<file path="config.mk">
export PLATFORM = sky130hd
export DESIGN_NAME = proc_instr_receiver
export DESIGN_NICKNAME = d
export VERILOG_FILES = /design/src/rtl/proc_instr_receiver.sv
export SDC_FILE = /design/constraint.sdc
export NUM_CORES = 1
export LEC_CHECK = 0
export ABC_AREA = 1
export BUFFER_PORTS_ARGS = -buffer_cell sky130_fd_sc_hd__buf_4
export CORE_MARGIN = 5
export CORE_UTILIZATION = 55
export CTS_BUF_LIST = sky130_fd_sc_hd__clkbuf_2
export DETAILED_ROUTE_END_ITERATION = 10
export GPL_ROUTABILITY_DRIVEN = 0
export PLACE_DENSITY = 0.8
export SETUP_SLACK_MARGIN = 0.02
export SYNTH_ARGS = -nofsm -noshare
export SYNTH_HDL_FRONTEND = slang
export SYNTH_SLANG_ARGS = --single-unit
</file>
<file path="constraint.sdc">
create_clock -name i_clk -period 7.37 [get_ports i_clk]
set_input_delay 1.474 -clock i_clk [delete_from_list [all_inputs] [get_ports i_clk]]
set_output_delay 1.474 -clock i_clk [all_outputs]
set_load 0.05 [all_outputs]
</file>
<file path="src/rtl/proc_instr_receiver.sv">
`default_nettype none
// ============================================================================
// Module   : proc_instr_receiver
// Brief    : Processor-side end of the issuer-to-SIMD command interface.
//            Collects LD(addr_0), LD(addr_1), INFO(count, op, wr_addr),
//            acknowledges each word, streams `count` element operations to
//            the local datapath (with stall), then holds finish until acked.
// Options  : PROC_RX_PROTO_CHECK_EN - adds o_proto_err; unexpected opcodes in
//            the GET states abort the command, and a stray finish ack flags
//            an error.
// Revision : 1.0 - initial release
// ============================================================================
module proc_instr_receiver #(
  parameter int ADDR_W   = 16,
  parameter int COUNT_W  = 8,
  parameter int OP_W     = 4,
  parameter int OPC_W    = 2,
  parameter int OPC_LD   = 1,
  parameter int OPC_INFO = 2
) (
  input  logic                                   i_clk,
  input  logic                                   i_rstn,
  input  logic                                   i_en,
  input  logic [OPC_W+COUNT_W+OP_W+ADDR_W-1:0]   i_instr,
  output logic                                   o_ack,
  output logic                                   o_busy,
  output logic                                   o_finish,
  input  logic                                   i_finish_ack,
  output logic [OP_W-1:0]                        o_op,
  output logic [ADDR_W-1:0]                      o_rd_addr_a,
  output logic [ADDR_W-1:0]                      o_rd_addr_b,
  output logic [ADDR_W-1:0]                      o_wr_addr,
  output logic                                   o_elem_valid,
`ifdef PROC_RX_PROTO_CHECK_EN
  output logic                                   o_proto_err,
`endif
  input  logic                                   i_stall
);

  localparam int                INSTR_W    = OPC_W + COUNT_W + OP_W + ADDR_W;
  localparam logic [OPC_W-1:0]  C_OPC_NOP  = '0;
  localparam logic [OPC_W-1:0]  C_OPC_LD   = OPC_W'(OPC_LD);
  localparam logic [OPC_W-1:0]  C_OPC_INFO = OPC_W'(OPC_INFO);

  typedef enum logic [2:0] {
    S_IDLE     = 3'd0,
    S_GET_LD1  = 3'd1,
    S_GET_LD2  = 3'd2,
    S_GET_INFO = 3'd3,
    S_EXEC     = 3'd4,
    S_FINISH   = 3'd5
  } state_t;

  state_t               r_state;
  state_t               w_next;

  logic [ADDR_W-1:0]    r_addr0;
  logic [ADDR_W-1:0]    r_addr1;
  logic [ADDR_W-1:0]    r_wr;
  logic [COUNT_W-1:0]   r_count;
  logic [OP_W-1:0]      r_op;
  logic [COUNT_W-1:0]   r_idx;
  logic                 r_ack;
  logic                 r_finish;

  logic                 w_accept;
  logic                 w_last;

  // Instruction word fields: {opcode, count, op, addr}
  logic [OPC_W-1:0]     w_opc;
  logic [COUNT_W-1:0]   w_count;
  logic [OP_W-1:0]      w_op;
  logic [ADDR_W-1:0]    w_addr;

  assign w_opc   = i_instr[INSTR_W-1 -: OPC_W];
  assign w_count = i_instr[ADDR_W+OP_W +: COUNT_W];
  assign w_op    = i_instr[ADDR_W +: OP_W];
  assign w_addr  = i_instr[ADDR_W-1:0];

  // Last element is the one whose index equals count-1.
  assign w_last  = (r_idx == (r_count - COUNT_W'(1)));

`ifdef PROC_RX_PROTO_CHECK_EN
  logic w_bad_opc;
  logic w_stray_ack;
  logic r_proto_err;

  // Any non-NOP word that is not the one this GET state is waiting for.
  assign w_bad_opc =
      (((r_state == S_GET_LD1) || (r_state == S_GET_LD2)) &&
       (w_opc != C_OPC_NOP) && (w_opc != C_OPC_LD)) ||
      ((r_state == S_GET_INFO) &&
       (w_opc != C_OPC_NOP) && (w_opc != C_OPC_INFO));
  assign w_stray_ack = i_finish_ack && (r_state != S_FINISH);
`endif

  // State register.
  always_ff @(posedge i_clk or negedge i_rstn) begin
    if (!i_rstn) r_state <= S_IDLE;
    else         r_state <= w_next;
  end

  // Next-state decode and word-accept strobe.
  always_comb begin
    w_next   = r_state;
    w_accept = 1'b0;
    case (r_state)
      S_IDLE: begin
        if (i_en) w_next = S_GET_LD1;
      end
      S_GET_LD1: begin
        if (w_opc == C_OPC_LD) begin
          w_accept = 1'b1;
          w_next   = S_GET_LD2;
        end
      end
      S_GET_LD2: begin
        if (w_opc == C_OPC_LD) begin
          w_accept = 1'b1;
          w_next   = S_GET_INFO;
        end
      end
      S_GET_INFO: begin
        if (w_opc == C_OPC_INFO) begin
          w_accept = 1'b1;
          w_next   = (w_count == '0) ? S_FINISH : S_EXEC;
        end
      end
      S_EXEC: begin
        if (!i_stall && w_last) w_next = S_FINISH;
      end
      S_FINISH: begin
        // Only an ack of a visible finish closes the command; i_en is ignored.
        if (r_finish && i_finish_ack) w_next = S_IDLE;
      end
      default: w_next = S_IDLE;
    endcase
`ifdef PROC_RX_PROTO_CHECK_EN
    if (w_bad_opc) w_next = S_IDLE;
`endif
  end

  // Field latches, element index, ack pulse and finish flag.
  always_ff @(posedge i_clk or negedge i_rstn) begin
    if (!i_rstn) begin
      r_addr0  <= '0;
      r_addr1  <= '0;
      r_wr     <= '0;
      r_count  <= '0;
      r_op     <= '0;
      r_idx    <= '0;
      r_ack    <= 1'b0;
      r_finish <= 1'b0;
    end else begin
      r_ack    <= w_accept;
      // Finish becomes visible one cycle into FINISH and drops with the ack.
      r_finish <= (r_state == S_FINISH) && !(r_finish && i_finish_ack);
      if (w_accept) begin
        case (r_state)
          S_GET_LD1: r_addr0 <= w_addr;
          S_GET_LD2: r_addr1 <= w_addr;
          S_GET_INFO: begin
            r_count <= w_count;
            r_op    <= w_op;
            r_wr    <= w_addr;
            r_idx   <= '0;
          end
          default: ;
        endcase
      end
      if ((r_state == S_EXEC) && !i_stall && !w_last) begin
        r_idx <= r_idx + COUNT_W'(1);
      end
    end
  end

`ifdef PROC_RX_PROTO_CHECK_EN
  // Sticky protocol error, cleared only by reset.
  always_ff @(posedge i_clk or negedge i_rstn) begin
    if (!i_rstn)                        r_proto_err <= 1'b0;
    else if (w_bad_opc || w_stray_ack)  r_proto_err <= 1'b1;
  end

  assign o_proto_err = r_proto_err;
`endif

  assign o_ack        = r_ack;
  assign o_busy       = (r_state != S_IDLE);
  assign o_finish     = r_finish;
  assign o_elem_valid = (r_state == S_EXEC);
  assign o_op         = r_op;
  assign o_rd_addr_a  = r_addr0 + ADDR_W'(r_idx);
  assign o_rd_addr_b  = r_addr1 + ADDR_W'(r_idx);
  assign o_wr_addr    = r_wr    + ADDR_W'(r_idx);

endmodule
`default_nettype wire
</file>
==> results.sh <==
export IMPL_finalSetupViolations=0
export IMPL_whs_ns=0.525
export IMPL_antenna_found_initial=0
export IMPL_crit_top_cell="nor2_1"
export IMPL_ys_seq_area_frac=0.393
export IMPL_end_kind="primary output"
export IMPL_start_util=0.566
export IMPL_rsz0062_at_grt="false"
export IMPL_reg2reg_slack_ns=5.16
export IMPL_min_period_ns=4.60
export IMPL_final_util=0.674
export IMPL_power_total_mw=2.72
export IMPL_drc=0
export IMPL_post_drt_wl_per_cell_um=14.7
export IMPL_io_pins=91
export IMPL_hpwlAfterDp_um=9030
export IMPL_final_area_um2=5540
export IMPL_post_cts_resized=0
export IMPL_worst_pin_slew_ns=1.19
export IMPL_fill_cells=676
export IMPL_worstHoldEndpoint="r_addr0[0]"
export IMPL_syn_nets=657
export IMPL_hold_viol=0
export IMPL_min_from="r_addr0[0]"
export IMPL_path_delay_family="adder cells"
export IMPL_viasPerCell=5.38
export IMPL_clock_sinks=73
export IMPL_cts_inserted_buffers=9
export IMPL_die_area_um2=10400
export IMPL_status="complete, no violations"
export IMPL_num_nets_final=746
export IMPL_min_period_over_period=0.625
export IMPL_r2r_start="r_state[2]"
export IMPL_drv_cap=0
export IMPL_hold_path_cell_count=2
export IMPL_cts_buffer_depth=2
export IMPL_fmax_mhz=217
export IMPL_rows=33
export IMPL_mostFrequentLayoutCell="nand2_1"
export IMPL_p_leak_nw=2.96
export IMPL_drive_gt1_frac=0.176
export IMPL_area_growth_pct=19.1
export IMPL_drtIter0Drc=225
export IMPL_grt_pass1_wl_um=19000
export IMPL_max_stage_delay_ns=0.56
export IMPL_synthCells=593
export IMPL_clkTransAtPathRegs_ns=0.21
export IMPL_crit_fanout=8
export IMPL_required_ns=5.90
export IMPL_cp_num_buf_inv=2
export IMPL_cts_tree="yes"
export IMPL_dpl_cell_area_um2=5400
export IMPL_ys_ff_latch=73
export IMPL_drv_slew=0
export IMPL_cp_depth=10
export IMPL_skew_ns=0.0420
export IMPL_crit_path_cell_trace="ha_1 -> inv_1 -> fa_1 -> nor2_1 -> nor2_1 -> o21ai_0 -> nand2_1 -> nor2_1 -> xor2_1 -> buf_4"
export IMPL_critical_path_class="flop to primary output"
export IMPL_cp_slowest_cell="dfrtp_1"
export IMPL_postCtsHoldBufs=0
export IMPL_synth_cell_types=30
export IMPL_r2r_cells=3
export IMPL_htreeDepth=3
export IMPL_die_height_um=102
export IMPL_routed_wl_um=11700
export IMPL_synth_area_per_cell_um2=7.85
export IMPL_vias=4262
export IMPL_finalSetupTns_ns=0
export IMPL_cp_start_kind="flop"
export IMPL_r2r_end="r_addr0[4]"
export IMPL_worst_skew_pair_late_latency_ns=0.53
export IMPL_core_area_um2=8220
export IMPL_ctsRootBufferMaster="clkbuf_2"
export IMPL_die_w_um=102
export IMPL_globalRouteTotalUtil=0.230
export IMPL_synth_warnings=0
export IMPL_max_slew_margin_rel=0.207
export IMPL_numPortBuffers=90
export IMPL_grt_overflow=0
export IMPL_hp_class="flop to flop"
export IMPL_syn_area_um2=4650
export IMPL_n_antenna_cell=0
export IMPL_vdd_ir_drop_max_uv=279
export IMPL_first_pass_iters=5
export IMPL_cp_data_arrival_time_ns=3.13
export IMPL_grt_pass1_vias=4042
export IMPL_grt_max_degree=74
export IMPL_powerDensity_nw_per_um2=490
export IMPL_cts_setup_buffers=0
export IMPL_layout_common_cells="nand2_1 (148), buf_4 (92), dfrtp_1 (73), inv_1 (67), o21ai_0 (66)"
export IMPL_detail_route_antenna_nets=0
## worst min-delay path, cell delays in order (launching register included)
cell	delay (ns)
dfrtp_1	0.40
nand2_1	0.05
o21ai_0	0.06
## registers in the layout, summed over array words and instances, names as in the netlist
name and flops:
r_wr 16, o_op 4, r_count 8, r_addr1 16, r_idx 8, r_state 3
o_finish 1, r_addr0 16, o_ack 1
## logic make-up after synthesis
group / Yosys count / share of synthesized area
buffers and inverters: 82 / 0.0713
DFF: 73 / 0.393
adders and majority gates: 29 / 0.0828
xor gates and xnor gates: 51 / 0.0960
muxes: 8 / 0.0194
AOI/OAI and AO/OA: 101 / 0.115
and+or+nand+nor: 249 / 0.223
## layout make-up
| type | count | area (um^2) | area share |
|---|---|---|---|
| inverter | 68 | 255 | 0.0461 |
| tap | 105 | 131 | 0.0237 |
| timing repair buffer | 92 | 691 | 0.125 |
| clock inverter | 6 | 92.6 | 0.0167 |
| clock buffer | 10 | 50.0 | 0.00903 |
| multi-input combinational | 438 | 2490 | 0.450 |
| sequential | 73 | 1830 | 0.330 |
## worst max-delay path by stage
stage                            to  startpoint  slack (ns)
floorplan           o_rd_addr_a[12]    r_idx[0]        3.33
global placement    o_rd_addr_a[14]    r_idx[0]        3.49
detailed placement  o_rd_addr_a[12]    r_idx[0]        3.43
CTS                 o_rd_addr_a[12]    r_idx[0]        2.79
global route        o_rd_addr_a[14]    r_idx[0]        2.54
finish              o_rd_addr_a[14]    r_idx[0]        2.77
## cells in the mapped netlist
master     count  share of area
ha_1          26          0.070
nand4_1       10          0.013
o21a_1         3         0.0048
o21ai_0       66          0.071
nor2_2         3         0.0040
a211oi_1       1         0.0016
inv_2          1        0.00081
buf_4          1         0.0016
a21oi_1       22          0.024
a21o_1         1         0.0016
buf_6          2         0.0048
buf_2          4         0.0043
o2111ai_1      1         0.0019
nand2_2        1         0.0013
nand3_1       38          0.041
nand2_1      148           0.12
nand3b_1       4         0.0065
mux2_2         8          0.019
nor2_1        41          0.033
inv_1         67          0.054
clkbuf_1       7         0.0056
o21bai_1       1         0.0016
nor4_1         2         0.0027
nor3_1         2         0.0022
a31oi_1        5         0.0067
a21boi_1       1         0.0016
xnor2_1       25          0.047
dfrtp_1       73           0.39
xor2_1        26          0.049
fa_1           3          0.013
## layer usage
layer,global-route usage,routed length (um)
met1,0.310,5160
met2,0.367,5580
met3,0.0444,644
met4,0.0949,290
met5,0,0
## metrics by stage
step                cells  setup WS [ns]
global route          792           2.54
finish                792           2.77
CTS                   792           2.79
floorplan             593           3.33
detailed placement    776           3.43
global placement      776           3.49
## where the power goes
group | switching [mW] | leakage [nW] | internal, mW | total, mW
sequential | 0.180 | 0.949 | 0.565 | 0.744
combinational | 1.17 | 1.93 | 0.540 | 1.71
clock | 0.151 | 0.0783 | 0.114 | 0.266
(Power assumes the default switching activity.)
